`config.mk`:
```
export PLATFORM = sky130hd
export DESIGN_NAME = multimem_arbiter
export DESIGN_NICKNAME = d
export VERILOG_FILES = /design/src/rtl/multimem_arbiter_pkg.sv /design/src/rtl/multimem_arbiter_rr_pick.sv /design/src/rtl/multimem_arbiter.sv
export SDC_FILE = /design/constraint.sdc
export NUM_CORES = 1
export LEC_CHECK = 0
export CAP_MARGIN = 10
export CELL_PAD_IN_SITES_DETAIL_PLACEMENT = 1
export CELL_PAD_IN_SITES_GLOBAL_PLACEMENT = 1
export CORE_ASPECT_RATIO = 1.4
export CORE_MARGIN = 1.5
export CORE_UTILIZATION = 25
export CTS_CLUSTER_DIAMETER = 200
export DETAILED_ROUTE_END_ITERATION = 16
export PLACE_DENSITY = 0.65
export SLEW_MARGIN = 10
export SYNTH_ARGS = -nofsm -noshare
export SYNTH_HDL_FRONTEND = slang
export SYNTH_SLANG_ARGS = --single-unit
```
`constraint.sdc`:
```
create_clock -name Clk -period 2.5 [get_ports Clk]
set_input_delay 0.5 -clock Clk [delete_from_list [all_inputs] [get_ports Clk]]
set_output_delay 0.5 -clock Clk [all_outputs]
set_load 0.02 [all_outputs]
```
`src/rtl/multimem_arbiter_pkg.sv`:
```
// mem_arb_pkg: default bank widths, per-requester state encoding and the access-stage record
package mem_arb_pkg;
  localparam int DEF_ADDR_W = 8;
  localparam int DEF_DATA_W = 8;
  localparam int IDX_W = 3;
  localparam logic [1:0] ST_IDLE = 2'd0, ST_ACCESS = 2'd1, ST_ACKED = 2'd2;
  typedef struct packed {
    logic [IDX_W-1:0] idx;
    logic we;
    logic [DEF_ADDR_W-1:0] addr;
    logic [DEF_DATA_W-1:0] wdata;
    logic valid;
  } mem_access_t;
endpackage

```
`src/rtl/multimem_arbiter_rr_pick.sv`:
```
// rr_pick: masked round-robin picker; MEM_ARB_FIXED_PRIO_EN turns it into a lowest-index priority encoder
module rr_pick import mem_arb_pkg::*; #(
  parameter int N = 4
) (
  input  logic [N-1:0]     elig,
`ifndef MEM_ARB_FIXED_PRIO_EN
  input  logic [IDX_W-1:0] ptr,
`endif
  output logic [N-1:0]     gnt,
  output logic [IDX_W-1:0] idx
);
  always_comb begin
    idx = '0;
    gnt = '0;
`ifdef MEM_ARB_FIXED_PRIO_EN
    for (int j = N - 1; j >= 0; j--)
      if (elig[j]) idx = IDX_W'(j);
`else
    // scan offsets from farthest to nearest so the nearest eligible one wins
    for (int k = N - 1; k >= 0; k--)
      for (int j = 0; j < N; j++)
        if (elig[j] && j == (int'(ptr) + k) % N) idx = IDX_W'(j);
`endif
    for (int i = 0; i < N; i++)
      gnt[i] = |elig && idx == IDX_W'(i);
  end
endmodule

```
`src/rtl/multimem_arbiter.sv`:
```
// multimem_arbiter: shares one single-port bank among NUM_REQ requesters, one access per cycle, Ack two cycles after grant
// MEM_ARB_FIXED_PRIO_EN selects fixed lowest-index priority instead of round-robin
module multimem_arbiter import mem_arb_pkg::*; #(
  parameter int NUM_REQ = 4,
  parameter int ADDR_W  = DEF_ADDR_W,
  parameter int DATA_W  = DEF_DATA_W
) (
  input  logic                      Clk,
  input  logic                      Rst_n,
  input  logic [NUM_REQ-1:0]        Req,
  input  logic [NUM_REQ-1:0]        We,
  input  logic [NUM_REQ*ADDR_W-1:0] Addr,
  input  logic [NUM_REQ*DATA_W-1:0] WData,
  output logic [NUM_REQ-1:0]        Ack,
  output logic [NUM_REQ*DATA_W-1:0] RData,
  output logic [ADDR_W-1:0]         Mem_Address,
  output logic [DATA_W-1:0]         Mem_WriteData,
  output logic                      Mem_MemWrite,
  output logic                      Mem_MemRead,
  input  logic [DATA_W-1:0]         Mem_ReadData
);
  logic [NUM_REQ-1:0][1:0] st;
  logic [NUM_REQ-1:0] pend, elig, gnt;
  logic [IDX_W-1:0] w_idx;
  logic sel_we;
  logic [ADDR_W-1:0] sel_addr;
  logic [DATA_W-1:0] sel_wdata;
  mem_access_t acc;

  always_comb begin
    pend = '0;
    Ack = '0;
    for (int i = 0; i < NUM_REQ; i++) begin
      pend[i] = st[i] != ST_IDLE;
      Ack[i] = st[i] == ST_ACKED;
    end
    elig = Req & ~pend;
  end

`ifdef MEM_ARB_FIXED_PRIO_EN
  rr_pick #(.N(NUM_REQ)) u_pick (.elig(elig), .gnt(gnt), .idx(w_idx));
`else
  logic [IDX_W-1:0] rr_ptr;
  rr_pick #(.N(NUM_REQ)) u_pick (.elig(elig), .ptr(rr_ptr), .gnt(gnt), .idx(w_idx));
  always_ff @(posedge Clk or negedge Rst_n)
    if (!Rst_n) rr_ptr <= '0;
    else if (|elig) rr_ptr <= w_idx == IDX_W'(NUM_REQ - 1) ? '0 : w_idx + 1'b1;
`endif

  always_comb begin
    sel_we = 1'b0;
    sel_addr = '0;
    sel_wdata = '0;
    for (int i = 0; i < NUM_REQ; i++)
      if (gnt[i]) begin
        sel_we = We[i];
        sel_addr = Addr[i*ADDR_W +: ADDR_W];
        sel_wdata = WData[i*DATA_W +: DATA_W];
      end
  end

  // address/data only load on a grant so the bank sees stable values while idle
  always_ff @(posedge Clk or negedge Rst_n)
    if (!Rst_n) acc <= '0;
    else if (|elig) acc <= '{idx: w_idx, we: sel_we, addr: sel_addr, wdata: sel_wdata, valid: 1'b1};
    else acc.valid <= 1'b0;

  always_ff @(posedge Clk or negedge Rst_n)
    if (!Rst_n) begin
      st <= {NUM_REQ{ST_IDLE}};
      RData <= '0;
    end else begin
      for (int i = 0; i < NUM_REQ; i++) begin
        st[i] <= gnt[i] ? ST_ACCESS : st[i] == ST_ACCESS ? ST_ACKED : ST_IDLE;
        if (acc.valid && !acc.we && acc.idx == IDX_W'(i)) RData[i*DATA_W +: DATA_W] <= Mem_ReadData;
      end
    end

  assign Mem_Address = acc.addr;
  assign Mem_WriteData = acc.wdata;
  assign Mem_MemWrite = acc.valid & acc.we;
  assign Mem_MemRead = acc.valid & ~acc.we;
endmodule

```
==> results.json <==
{
  "status": "finished clean",
  "nets": 514,
  "post_drt_wl_per_cell_microns": 16.6,
  "clock_path_buffers": 2,
  "num_io_pins": 136,
  "vias": 2740,
  "cts.sinks": 62,
  "die_h_microns": 139,
  "synth.ff_latch_count": 62,
  "timing.rr.end": "Mem_WriteData[1]$_DFFE_PN0P_",
  "muxShareOfSynthArea_pct": 15.9,
  "ir_drop_uv": 431,
  "grt.total_usage_pct": 14.7,
  "syn2layout_area_growth_pct": 63.6,
  "gr-total-overflow": 0,
  "fin_cells": 613,
  "design_area_sq_mm": 0.00544,
  "synthXorXnorAreaFrac_pct": 0,
  "yosysWarningCount": 0,
  "yosys-top-cells-area": "dfrtp_1 (47%), mux2_2 (11%), and3_1 (5.5%)",
  "hold_viol": 0,
  "period_minus_slack_ps": 2290,
  "dp_hpwl_mm": 7.66,
  "drive_gt1_share_pct": 26.4,
  "diodes": 0,
  "setup_ws_ps": 206,
  "via_per_inst": 4.47,
  "power_density_mw_per_mm2": 1430,
  "dp_worst_setup_slack_ps": -423,
  "dieArea_sq_mm": 0.0140,
  "setup_viol": 0,
  "worstReg2RegStart": "st[4]$_DFF_PN0_",
  "drt-initial-drc-count": 62,
  "yosysTopAreaCellShare_pct": 46.6,
  "initial_core_util_pct": 25.7,
  "start_kind": "primary input",
  "synth_top_family_by_area": "simple AND/OR/NAND/NOR gates",
  "antenna_found_initial": 0,
  "crit_start": "Req[3]",
  "tightest_slew_ps": 495,
  "num_rows": 49,
  "synth_area_sq_mm": 0.00333,
  "cp_max_fo": 12,
  "clock-root-buffer": "clkbuf_16",
  "final.setup.tns_ps": 0,
  "crit_type": "primary input to flip-flop",
  "coreArea_sq_mm": 0.0129,
  "slew_violations": 0,
  "min_period_over_period_pct": 91.8,
  "cp-end-kind": "flip-flop",
  "postCtsHoldBufs": 0,
  "rsz0062_at_grt": "no",
  "min_path_type": "primary input to async pin",
  "crit_end": "Mem_WriteData[1]$_DFFE_PN0P_",
  "post-place-cells": 591,
  "syn_avg_cell_area_sq_um": 11.7,
  "final_common_cell": "clkdlybuf4s50_1",
  "p_leak_nw": 2.35,
  "grt_pass1_vias": 2931,
  "clkTransAtPathRegs_ps": 50,
  "cts_buffers": 9,
  "drcViolationCount": 0,
  "yosys.area_share.simple_pct": 16.5,
  "gp_congestion": 0.798,
  "finalClockSkew_ps": 6.47,
  "synth_fa_ha_area_share_pct": 0.752,
  "clk_latency_ps": 330,
  "reg2reg_setup_slack_ps": 250,
  "synth-compound-area-share_pct": 11.9,
  "max-slew-margin-rel_pct": 66.9,
  "synth_top_area_cell": "dfrtp_1",
  "cts.htree.levels": 3,
  "yosysUniqueCellTypes": 43,
  "final_cell_mix": "clkdlybuf4s50_1 (131), dfrtp_1 (62), mux2_2 (32)",
  "first_pass_iters": 6,
  "timing.fmax_ghz": 0.436,
  "fillCellCount": 1406,
  "ant_nets": 0,
  "tritoncts": "built",
  "cap_violations": 0,
  "grt_max_degree": 46,
  "p_total_mw": 7.76,
  "syn_nets": 368,
  "wl_mm": 10.2,
  "place_area_sq_mm": 0.00496,
  "reg2reg_depth": 10,
  "crit_required_ps": 2700,
  "die_x_microns": 100,
  "cp.arrival_ps": 2500,
  "grt_pass1_wl_mm": 15.8,
  "synthCells": 284,
  "yosysSeqAreaShare_pct": 46.6,
  "portBuffers": 135
}
Yosys cell counts, drive strengths merged:
cell type  count
a211oi         6
or3b           1
mux2i         17
clkbuf         7
o22ai          2
nand3b         6
o211a          1
nor4           1
o21ai          7
and3          29
nand2b         1
a21oi         13
inv           16
or2b           1
nor2b          5
a21o           2
o221ai        11
nand3          1
and3b          1
a32oi          1
buf           24
and2b          2
a21boi         1
nand2          8
nor3b          7
and2           4
mux2          32
nor4b          1
dfrtp         62
nor3           7
ha             2
o22a           1
nor2           4
how the worst min path moves through the flow:
stage / endpoint / cells after the start / from
after floorplan: Mem_Address[0]$_DFFE_PN0P_ / 0 / Rst_n
after global placement: st[7]$_DFF_PN0_ / 1 / st[7]$_DFF_PN0_
after detailed placement: st[7]$_DFF_PN0_ / 1 / st[7]$_DFF_PN0_
after CTS: rr_ptr[0]$_DFFE_PN0P_ / 1 / Rst_n
after global routing: Mem_WriteData[4]$_DFFE_PN0P_ / 1 / Rst_n
final: Mem_WriteData[3]$_DFFE_PN0P_ / 1 / Rst_n
per-stage QoR:
step           utilization [%]  hold slack (ps)
2_1_floorplan                -              204
3_3_place_gp              38.3              458
3_5_place_dp              38.3              470
4_1_cts                   41.0              124
5_1_grt                   42.1              151
6_report                  42.1              118
registers in the layout, indices dropped and copies added, names as in the netlist:
| register | cells |
|---|---|
| Mem_Address | 8 |
| Mem_WriteData | 8 |
| RData | 32 |
| acc | 4 |
| rr_ptr | 2 |
| st | 8 |
logic make-up (layout without fill, tap and decap cells):
family / count (synthesis) / count (layout)
AOI/OAI and AO/OA: 45 / 45
and+or+nand+nor: 79 / 79
DFF: 62 / 62
adders and majority gates: 2 / 2
muxes: 49 / 49
buffers and inverters: 47 / 198
what timing repair did:
action / in CTS / in global routing
gates resized for setup: 4 / 17
pin swaps: 3 / 9
setup endpoints to repair: 13 / 17
cloned: 0 / 1
endpoints found under the hold margin: 0 / 0
setup buffers: 1 / 4
metal layers:
layer	GRT usage [%]	wire length [microns]	vias to the layer above	share of wire [%]
met3	3.16	431	8	4.2
li1	-	-	1300	-
met1	17.1	4150	1348	41
met4	4.52	127	0	1.2
met2	26.6	5490	84	54
met5	0	0	-	0
worst max-delay path: stages:
cell             delay (ps)
clkdlybuf4s50_1         440
nor3b_2                 200
nand2b_1                130
and3_1                  170
o22ai_2                  90
buf_4                   160
ha_4                    160
buf_12                  140
and3_1                  160
mux2i_1                 210
o221ai_2                120
report_power, final:
group / leakage, nW / internal (mW) / switching (mW)
Combinational: 1.44 / 2.41 / 2.16
Clock: 0.154 / 0.895 / 0.450
Sequential: 0.751 / 1.51 / 0.339
layout make-up:
type / instances / area (sq um) / share of cell area (%)
repair buffers: 166 / 1700 / 31.2
multi-input cells: 175 / 1580 / 29.1
flip-flops and latches: 62 / 1550 / 28.5
clock buffers: 10 / 239 / 4.39
well taps: 178 / 223 / 4.09
clock inverters: 6 / 85.1 / 1.56
inverters: 16 / 60.1 / 1.10
Power figures use the tool's default switching activity.
